[src/rtl/iir_out_stream.sv]
// Output stage of the IIR filter: captures filter writes into a FIFO and
// replays them on a valid/ready stream with sequence and overflow checking.
module iir_out_stream #(
  parameter int N          = 16,
  parameter int M          = 20,
  parameter int DEPTH_LOG2 = 3
) (
  input  logic         clk,
  input  logic         rst,
  input  logic         WEN,
  input  logic [M-1:0] WAddr,
  input  logic [N-1:0] Yn,
  input  logic         Finish,
  input  logic         clr,
  output logic         out_valid,
  input  logic         out_ready,
  output logic [N-1:0] out_data,
  output logic [M-1:0] out_idx,
  output logic         out_last,
  output logic         done,
  output logic         overflow,
  output logic         seq_err,
  output logic [M-1:0] sample_cnt
);

  localparam int DEPTH = 1 << DEPTH_LOG2;
  localparam int PW    = DEPTH_LOG2 + 1;

  localparam logic [PW-1:0] CNT_FULL = PW'(DEPTH);
  localparam logic [PW-1:0] CNT_ONE  = PW'(1);

  typedef enum logic [1:0] {
    IDLE,
    RUN,
    DRAIN,
    DONE
  } state_t;

  state_t state, state_nx;

  logic [N-1:0] mem_d [DEPTH];
  logic [M-1:0] mem_i [DEPTH];

  logic [PW-1:0] wptr, rptr;
  logic [PW-1:0] count, count_nx;
  logic [M-1:0]  exp_idx;

  logic empty, full;
  logic cap_win, push, pop;

  assign count   = wptr - rptr;
  assign empty   = (count == '0);
  assign full    = (count == CNT_FULL);
  assign cap_win = WEN && (state == IDLE || state == RUN);
  assign pop     = !empty && out_ready;
  // A pop frees the head slot in the same cycle, so a full FIFO still accepts
  assign push    = cap_win && (!full || pop);
  assign count_nx = count + PW'(push) - PW'(pop);

  assign out_valid = !empty;
  assign out_data  = mem_d[rptr[DEPTH_LOG2-1:0]];
  assign out_idx   = mem_i[rptr[DEPTH_LOG2-1:0]];
  assign out_last  = (state == DRAIN) && (count == CNT_ONE);
  assign done      = (state == DONE);

  always_comb begin
    state_nx = state;
    unique case (state)
      IDLE: begin
        if (Finish)
          state_nx = (count_nx == '0) ? DONE : DRAIN;
        else if (WEN)
          state_nx = RUN;
      end
      RUN: begin
        if (Finish)
          state_nx = (count_nx == '0) ? DONE : DRAIN;
      end
      DRAIN: begin
        if (count_nx == '0)
          state_nx = DONE;
      end
      DONE: begin
        if (clr)
          state_nx = IDLE;
      end
      default: state_nx = IDLE;
    endcase
  end

  always_ff @(posedge clk or negedge rst) begin
    if (!rst) begin
      state      <= IDLE;
      wptr       <= '0;
      rptr       <= '0;
      exp_idx    <= '0;
      overflow   <= 1'b0;
      seq_err    <= 1'b0;
      sample_cnt <= '0;
      for (int i = 0; i < DEPTH; i++) begin
        mem_d[i] <= '0;
        mem_i[i] <= '0;
      end
    end else begin
      state <= state_nx;
      if (push) begin
        mem_d[wptr[DEPTH_LOG2-1:0]] <= Yn;
        mem_i[wptr[DEPTH_LOG2-1:0]] <= WAddr;
        wptr <= wptr + PW'(1);
      end
      if (pop) begin
        rptr       <= rptr + PW'(1);
        sample_cnt <= sample_cnt + M'(1);
      end
      // Index tracking advances even for dropped samples
      if (cap_win) begin
        if (WAddr != exp_idx) begin
          seq_err <= 1'b1;
          exp_idx <= WAddr + M'(1);
        end else begin
          exp_idx <= exp_idx + M'(1);
        end
        if (!push)
          overflow <= 1'b1;
      end
      if (WEN && (state == DRAIN || state == DONE))
        seq_err <= 1'b1;
      if (state == DONE && clr) begin
        sample_cnt <= '0;
        overflow   <= 1'b0;
        seq_err    <= 1'b0;
        exp_idx    <= '0;
      end
    end
  end

endmodule

[config.mk]
export PLATFORM = sky130hd
export DESIGN_NAME = iir_out_stream
export DESIGN_NICKNAME = d
export VERILOG_FILES = /design/src/rtl/iir_out_stream.sv
export SDC_FILE = /design/constraint.sdc
export NUM_CORES = 1
export LEC_CHECK = 0
export BUFFER_PORTS_ARGS = -buffer_cell sky130_fd_sc_hd__buf_4
export CAP_MARGIN = 20
export CORE_ASPECT_RATIO = 2
export CORE_MARGIN = 2
export CORE_UTILIZATION = 50
export CTS_CLUSTER_DIAMETER = 40
export DETAILED_ROUTE_END_ITERATION = 10
export GPL_TIMING_DRIVEN = 0
export PLACE_DENSITY = 0.68
export SLEW_MARGIN = 20
export SYNTH_ARGS = -nofsm -noshare
export SYNTH_HDL_FRONTEND = slang
export SYNTH_SLANG_ARGS = --single-unit
export TNS_END_PERCENT = 1
[constraint.sdc]
create_clock -name clk -period 7.1 [get_ports clk]
set_clock_uncertainty 0.2 [all_clocks]
set_input_delay 0.355 -clock clk [delete_from_list [all_inputs] [get_ports clk]]
set_output_delay 0.355 -clock clk [all_outputs]
set_load 0.005 [all_outputs]
### Word level (Yosys, flattened, before mapping)

Index checks and enable logic that the tools add are counted.
Widths: inputs -> output; s select.

| operators by class | value |
|---|---|
| reductions and logical operators | 22 |
| $add $sub $neg | 8 |
| magnitude comparators | 3 |
| mux-type cells | 31 |
| bitwise gates (word level) | 2 |
| equality and inequality tests | 11 |

Operators by type and width:

| operator | count |
|---|---|
| $bwmux 160 | 1 |
| $mux 20 | 8 |
| $bwmux 128 | 1 |
| $add 20x1->20 const B | 3 |
| $bmux 20 s3 | 1 |
| $demux 20 s3 | 1 |
| $bmux 16 s3 | 1 |
| $demux 16 s3 | 1 |
| $mux 16 | 3 |
| $ne 20x20->1 | 1 |
| $mux 2 | 5 |
| $add 4x1->4 const B | 2 |
| $ge 4x4->1 const B | 2 |
| $logic_not 4->1 | 2 |
| $mux 1 | 8 |
| $not 3->4 | 2 |
| $pmux 2 s4 | 1 |
| $logic_and 1x1->1 | 7 |
| $reduce_bool 3->1 | 2 |
| $add 4x1->4 | 1 |
| $eq 2x2->1 const B | 2 |
| $eq 4x1->1 const B | 1 |
| $eq 4x4->1 const B | 1 |
| $lt 4x1->1 const B | 1 |
| other kinds (12) | 19 |

| word-level totals | value |
|---|---|
| flip-flop bits (word level) | 340 |
| output and inout bits | 61 |
| logic and storage cells | 100 |
| input port bits | 42 |

### Logic depth before layout (Yosys ltp)

Gate-level depths: netlist of run 1.

| depth | value |
|---|---|
| word-level depth | 12 |
| gate-level depth with buffers | 20 |
| gate-level depth less buffers | 18 |

### Worst setup path before layout of run 1

OpenSTA, ideal clock, no wires.

| timing | value |
|---|---|
| kind | reg-to-reg |
| start | reg rptr[1] |
| end | reg state[1] |
| arrival | 4704 ps |
| required time | 6762 ps |
| stages on the path, launching flop included | 21 |
| slack | 2059 ps |
| setup time | 138 ps |
| period minus slack after synthesis | 5041 ps |
| path buffers | 3 |
| cell sequence | dfrtp_1 > clkbuf_1 > clkbuf_1 > inv_1 > ha_1 > a21o_1 > a21o_1 > xor2_1 > ha_1 > nand3b_1 > and2_1 > clkbuf_1 > nand2b_1 > o21ai_0 > ha_1 > inv_1 > fa_1 > or3b_2 > nor4b_1 > o311ai_0 > mux2i_1 |

| between the ends | value |
|---|---|
| longest elaborated chain between the ends | 11 |
| elaborated cells on any way between the ends | 13 |
| those cells by class | add/sub: 3; eq/ne: 2; reduce/logical: 8 |

RTL lines:

| element | RTL line | RTL |
|---|---|---|
| from (decl) | 44 | `logic [PW-1:0] wptr, rptr;` |
| from (signal assigned) | 112 | `rptr <= rptr + PW'(1);` |
| $sub 4x4->4 (*) | 51 | `assign count = wptr - rptr;` |
| $logic_not 4->1 (*) | 52 | `assign empty = (count == '0);` |
| $logic_not 1->1 (*) | - |  |
| via out_valid | 15 | `output logic out_valid,` |
| $logic_and 1x1->1 (*) | 55 | `assign pop = !empty && out_ready;` |
| $logic_or 1x1->1 | 57 | `assign push = cap_win && (!full \|\| pop);` |
| $logic_and 1x1->1 | 57 |  |
| $add 4x1->4 | 58 | `assign count_nx = count + PW'(push) - PW'(pop);` |
| $sub 4x1->4 (*) | 58 |  |
| $logic_not 4->1 (*) | 80 | `if (count_nx == '0)` |
| $ne 2x1->1 (no line) (*) | - |  |
| $reduce_and 4->1 (no line) (*) | - |  |
| to (signal assigned) | 105 | `state <= state_nx;` |
| to (decl) | 39 | `state_t state, state_nx;` |

The timed path passes the listed nets; every way through them passes the cells marked *.
A chain may end at the register's enable or synchronous reset.

### Final worst setup path of run 1

| timing | value |
|---|---|
| start | reg rptr[1] |
| end | reg state[1] |

| between the ends | value |
|---|---|
| longest elaborated chain between the ends | 11 |
| elaborated cells on any way between the ends | 13 |
| those cells by class | add/sub: 3; eq/ne: 2; reduce/logical: 8 |

RTL lines:

| element | RTL line |
|---|---|
| $sub 4x4->4 (*) | 51 |
| $logic_not 4->1 | 52 |
| $logic_not 1->1 | 55 |
| $logic_and 1x1->1 | 55 |
| $logic_or 1x1->1 | 57 |
| $logic_and 1x1->1 | 57 |
| $add 4x1->4 | 58 |
| $sub 4x1->4 (*) | 58 |
| $logic_not 4->1 (*) | 80 |
| $ne 2x1->1 (no line) (*) | - |
| $reduce_and 4->1 (no line) (*) | - |

Mark *: on every way between the ends. The rest lies on a longest branch, timed or not.

==> results.json, run 1 <==
{
  "synth.most_common_cell": "dfrtp_1",
  "synthAdderAreaFrac_pct": 1.48,
  "r2r-start": "rptr[1]",
  "endpoint": "state[1]",
  "period_minus_slack_ns": 6.35,
  "setup_viol_count_final": 0,
  "grt_overflow": 0,
  "cts_tree": "done",
  "total_power_uw": 8910,
  "status": "finished, final reports clean",
  "port_buffers": 101,
  "synth_xor_xnor_area_share_pct": 2.64,
  "p_comb_share_pct": 42.4,
  "fin_setup_tns_ns": 0,
  "boundaryPins": 103,
  "wl_per_cell_um": 21.6,
  "grt_first_pass_wirelength_mm": 62.8,
  "die_area_mm2": 0.0341,
  "p_sw_share_pct": 33.0,
  "seq_area_frac_synth_pct": 52.3,
  "final_antenna_net_count": 0,
  "cp.arrival_ns": 6.53,
  "grt_max_degree": 96,
  "synth_area_leaders": "dfrtp_1 (52%), mux2_2 (20%), mux4_2 (10%)",
  "seq_power_share_pct": 36.6,
  "die_w_um": 132,
  "htree_levels": 2,
  "ys.warnings.count": 0,
  "synth_edf_count": 0,
  "n_antenna_cell": 0,
  "reg2reg_to": "state[1]",
  "cp-startpoint": "rptr[1]",
  "clkLatencyLatePin_ns": 0.53,
  "finalCritPeriodShare_pct": 89.4,
  "fmax_mhz": 158,
  "ys.flop_type": "dfrtp_1",
  "synth_fp_nets": 1258,
  "clock_power_share_pct": 21.0,
  "drive_above_1_share_pct": 40.5,
  "synth.top_cell.area_share_pct": 52.3,
  "drtPass1Iterations": 5,
  "final_nets": 1422,
  "via_count": 10400,
  "crit_required_ns": 7.28,
  "switchingPower_uw": 2940,
  "critPathKind": "reg2reg",
  "antenna_found_initial": 0,
  "synthToLayoutAreaGrowth_pct": 17.1,
  "endpoint_kind": "flop",
  "yosysUniqueCellTypes": 52,
  "fillers": 2620,
  "core_region_area_mm2": 0.0321,
  "ys_seq_elements": 340,
  "place_congestion": 0.858,
  "power.leakage_uw": 0.00845,
  "maxSlewHeadroom_pct": 32.1,
  "cap_violations": 0,
  "synth-async-reset-ratio_pct": 100,
  "power_density_mw_per_mm2": 468,
  "synthCells": 1198,
  "cell_internal_pwr_uw": 5970,
  "via_per_inst": 5.72,
  "muxShareOfSynthArea_pct": 30.1,
  "hold_class": "in2reg",
  "rows": 93,
  "grtUsageTotal_pct": 23.6,
  "syn_area_mm2": 0.0163,
  "synth_simple_gate_area_share_pct": 7.63,
  "rsz0062_at_grt": "no",
  "drc": 0,
  "post_cts_buffers": 0,
  "die_h_um": 259,
  "hpwl_mm": 27.4,
  "synth_top_family_by_area": "multiplexers",
  "reg2reg_slack_ns": 0.75,
  "synth_common_cells": "dfrtp_1 (340), mux2_2 (284), nand2_1 (131)",
  "irDropWorstVdd_mv": 0.272,
  "yosys.area.top_type": "dfrtp_1",
  "start_util_pct": 50.6,
  "drtIter0Drc": 537,
  "crit_fanout": 10,
  "numCtsBuffers": 35,
  "grt_pass1_vias": 11400,
  "synth_area_per_cell_um2": 13.6,
  "cts_root_buf": "clkbuf_16",
  "hold_viol": 0,
  "synth_compound_area_share_pct": 2.99,
  "startpoint_type": "flop",
  "routed_wl_mm": 39.2,
  "clk_pin_slew_ns": 0.06,
  "slew_viol_final": 0,
  "worstMarginPinSlew_ns": 1.02,
  "clockBufferDepth": 3,
  "reg2reg_depth": 20,
  "cts.sinks": 340
}
-- worst min-delay path by stage --
| stage | start | to | slack (ns) | cells past startpoint |
|---|---|---|---|---|
| 6_report | out_ready | rptr[0] | 0.04 | 3 |
| 5_1_grt | WAddr[12] | exp_idx[12] | 0.06 | 4 |
| 4_1_cts | out_ready | rptr[0] | 0.03 | 3 |
| 3_5_place_dp | rst | mem_i[76] | 0.20 | 1 |
| 3_3_place_gp | mem_d[119] | mem_d[119] | 0.26 | 1 |
| 2_1_floorplan | rst | exp_idx[0] | -0.14 | 0 |
-- stage by stage --
| step | hold WS [ns] | setup WS, ns | instance area, um2 | std cells | utilization [%] |
|---|---|---|---|---|---|
| 3_5_place_dp | 0.197 | 0.858 | 17600 | 1729 | 54.9 |
| 2_1_floorplan | -0.141 | 2.06 | 16300 | 1198 | - |
| 4_1_cts | 0.0290 | 0.758 | 19000 | 1812 | 59.3 |
| 3_3_place_gp | 0.263 | 0.966 | 17600 | 1726 | 54.7 |
| 6_report | 0.0399 | 0.752 | 19000 | 1812 | 59.3 |
| 5_1_grt | 0.0612 | 0.420 | 19000 | 1812 | 59.3 |
-- metal layers --
layer	GRT usage, %	wire length (um)
met1	26.4	14600
met2	45.1	21700
met3	3.01	1410
met4	9.66	1440
met5	0	0
-- timing repair --
action	4_1_cts	5_1_grt
hold endpoints to repair	213	0
hold buffers	23	0
endpoints found under the setup margin	0	0
resized for setup	0	0
-- cell usage in the layout (no fill, tap or decap), types with 3 or more instances in the layout --
cell	instances
clkinv_2	4
mux2i_1	3
buf_2	26
or3_1	10
ha_1	16
dlygate4sd3_1	23
a211oi_1	9
mux4_2	72
o21ai_0	24
o31ai_1	9
clkbuf_1	53
buf_4	109
nor3_1	7
and4_1	4
clkinv_8	3
nand4_1	17
inv_1	16
buf_1	7
nor2_1	17
mux2_1	4
a31oi_1	6
nand3_1	14
and3_1	6
xor2_1	13
clkbuf_8	5
and2_1	5
mux2_2	284
a21oi_1	20
or4_1	11
nand2b_1	4
buf_16	3
xnor2_1	36
clkbuf_16	37
nand2_1	131
dfrtp_1	340
-- cell families after synthesis --
logic type | after synthesis
xor gates and xnor gates | 49
DFF | 340
AOI/OAI and AO/OA | 78
buffers and inverters | 106
and+or+nand+nor | 244
adders and majority gates | 18
muxes | 363
-- area by class of cell --
type,count,area (um2),share of cell area (%)
clock buffers,48,1020,5.34
inverters,17,63.8,0.335
repair buffers,127,1080,5.66
multi-input cells,752,7290,38.3
clock inverters,12,153,0.801
flip-flops and latches,340,8510,44.7
well taps,427,534,2.80
plain buffers,89,400,2.10
-- flip-flops by register name, summed over array words and instances (netlist names) --
name	flops
seq_err	1
rptr	4
wptr	4
exp_idx	20
overflow	1
sample_cnt	20
state	2
mem_d	128
mem_i	160
-- power by group through the flow --
stage | registers [uW] | logic [uW] | clock network (uW)
floorplan | 3130 | 2670 | 0
global placement | 3230 | 3700 | 0
detailed placement | 3280 | 3800 | 0
CTS | 3250 | 3830 | 1910
global route | 3360 | 4120 | 1970
finish | 3260 | 3780 | 1870
-- worst max-delay path: stages (launching register included) --
cell and delay (ns):
dfrtp_1 0.37, clkbuf_1 0.49, clkbuf_1 0.60, inv_1 0.27, ha_1 0.36, a21o_1 0.19, a21o_1 0.22, xor2_1 0.17
ha_1 0.23, nand3b_1 0.32, and2_1 0.18, clkbuf_1 0.36, nand2b_1 0.17, o21ai_0 0.11, ha_1 0.22, inv_1 0.06
fa_1 0.49, or3b_2 0.45, nor4b_1 0.35, o311ai_0 0.24, mux2i_1 0.16
Note: power is estimated with default switching activity, not from simulation.
==> run 2: changes to the inputs <==
--- a/config.mk
+++ b/config.mk
@@ -14,6 +14,7 @@
 export DETAILED_ROUTE_END_ITERATION = 10
 export GPL_TIMING_DRIVEN = 0
 export PLACE_DENSITY = 0.68
+export REMOVE_ABC_BUFFERS = 1
 export SLEW_MARGIN = 20
 export SYNTH_ARGS = -nofsm -noshare
 export SYNTH_HDL_FRONTEND = slang
==> results.json, run 2 (same netlist as run 1, synthesis figures left out) <==
{
  "status": "finished, final reports clean",
  "crit_required_ns": 7.30,
  "htree_levels": 2,
  "rsz0062_at_grt": "no",
  "via_per_inst": 5.71,
  "final_common_cell": "dfrtp_1",
  "grt_max_degree": 105,
  "hold_viol": 0,
  "hpwl_mm": 23.1,
  "final_cell_mix": "dfrtp_1 (337), mux2_2 (284), nand2_1 (131)",
  "setup_ws_ns": 1.38,
  "setup_viol_count_final": 0,
  "final_nets": 1373,
  "port_buffers": 102,
  "fillers": 2574,
  "finalCritPeriodShare_pct": 80.6,
  "place_congestion": 0.752,
  "grt_first_pass_wirelength_mm": 58.9,
  "core_region_area_mm2": 0.0321,
  "n_antenna_cell": 0,
  "antenna_found_initial": 0,
  "drive_above_1_share_pct": 42.0,
  "die_h_um": 259,
  "hold_class": "in2async",
  "cp.arrival_ns": 5.92,
  "endpoint_kind": "flop",
  "r2r-start": "rptr[2]",
  "clockBufferDepth": 3,
  "cts_tree": "done",
  "cts_root_buf": "clkbuf_16",
  "irDropWorstVdd_mv": 0.216,
  "slew_viol_final": 0,
  "largestRegisters": "mem_i x160, mem_d x128",
  "die_w_um": 132,
  "grtUsageTotal_pct": 21.8,
  "cap_violations": 0,
  "largest_reg_flops": 160,
  "cts.sinks": 340,
  "boundaryPins": 103,
  "via_count": 10100,
  "power_density_mw_per_mm2": 464,
  "clkLatencyLatePin_ns": 0.53,
  "reg2reg_to": "state[1]",
  "reg2reg_depth": 16,
  "top_register": "mem_i",
  "clk_pin_slew_ns": 0.06,
  "routed_wl_mm": 36.4,
  "post_cts_buffers": 0,
  "rows": 93,
  "maxSlewHeadroom_pct": 33.4,
  "critPathKind": "reg2reg",
  "drc": 0,
  "final_antenna_net_count": 0,
  "grt_pass1_vias": 10800,
  "finalCoreUtilization_pct": 60.0,
  "crit_fanout": 37,
  "fmax_mhz": 175,
  "grt_overflow": 0,
  "preCtsSetupSlack_ns": 1.37,
  "wl_per_cell_um": 20.6,
  "worstMarginPinSlew_ns": 0.997,
  "die_area_mm2": 0.0341,
  "drtPass1Iterations": 4,
  "power.leakage_uw": 0.00854,
  "period_minus_slack_ns": 5.72,
  "numCtsBuffers": 35,
  "reg2reg_slack_ns": 1.38,
  "synthToLayoutAreaGrowth_pct": 18.5,
  "drtIter0Drc": 501,
  "start_util_pct": 50.6,
  "startpoint_type": "flop"
}
run 2: changes by cell type in the layout (fill, tap and decap cells not counted), sizes merged:
cell         before  now
inv              18   20
clkinvlp          2    3
clkbuf           95   49
dlygate4sd3      23   39
bufinv            2    3
clkinv            7    6
buf             146  128
run 2: timing repair:
action | in CTS | in global routing
resized for setup | 0 | 0
endpoints found under the setup margin | 0 | 0
endpoints found under the hold margin | 336 | 0
hold buffers | 39 | 0
run 2: per-layer routing:
| layer | GRT usage, % | routed length [um] | vias to the layer above |
|---|---|---|---|
| met2 | 40.0 | 19700 | 172 |
| met1 | 26.6 | 14600 | 5301 |
| li1 | - | - | 4559 |
| met4 | 7.34 | 988 | 0 |
| met3 | 2.85 | 1150 | 63 |
| met5 | 0 | 0 | - |
run 2: how the worst max path moves through the flow:
| stage | start | cells after the start | to | slack (ns) |
|---|---|---|---|---|
| 3_3_place_gp | rptr[0] | 9 | mem_d[26] | -3.05 |
| 6_report | rptr[2] | 16 | state[1] | 1.38 |
| 2_1_floorplan | rptr[0] | 15 | state[1] | 0.09 |
| 3_5_place_dp | rptr[2] | 16 | state[1] | 1.37 |
| 5_1_grt | rptr[2] | 16 | state[1] | 1.09 |
| 4_1_cts | rptr[2] | 16 | state[1] | 1.33 |
run 2: through the flow:
step	std cells	total power, uW	TNS (ns)	hold WS, ns	instance area (um2)
finish	1767	8940	0	0.159	19300
CTS	1767	9050	0	0.125	19300
floorplan	1109	5780	0	-0.141	15900
global placement	1638	6900	-638.60	0.263	17200
global route	1767	9490	0	0.183	19300
detailed placement	1664	7050	0	0.112	17700
run 2: layout make-up:
type	instances	area, um2	area share [%]
inverters	17	63.8	0.331
multi-input cells	752	7330	38.0
well taps	427	534	2.77
clock buffers	49	1040	5.39
flip-flops and latches	340	8520	44.2
clock inverters	15	195	1.01
repair buffers	167	1600	8.32
run 2: power by group:
group	leakage (uW)	internal, uW	switching (uW)
logic	0.00371	2110	1480
registers	0.00423	2810	596
clock network	0.000599	1150	796
run 2: worst max-delay path, cell delays in order (launching register included):
cell and delay (ns):
dfrtp_2 0.60, inv_2 0.81, ha_1 0.41, a21o_1 0.20, xor2_1 0.17, ha_1 0.22, nand3b_1 0.31, and2_1 0.37
nand2b_1 0.14, o21ai_0 0.10, ha_1 0.22, inv_1 0.07, fa_1 0.51, or3b_2 0.44, nor4b_1 0.40, o311ai_0 0.22
mux2i_1 0.15
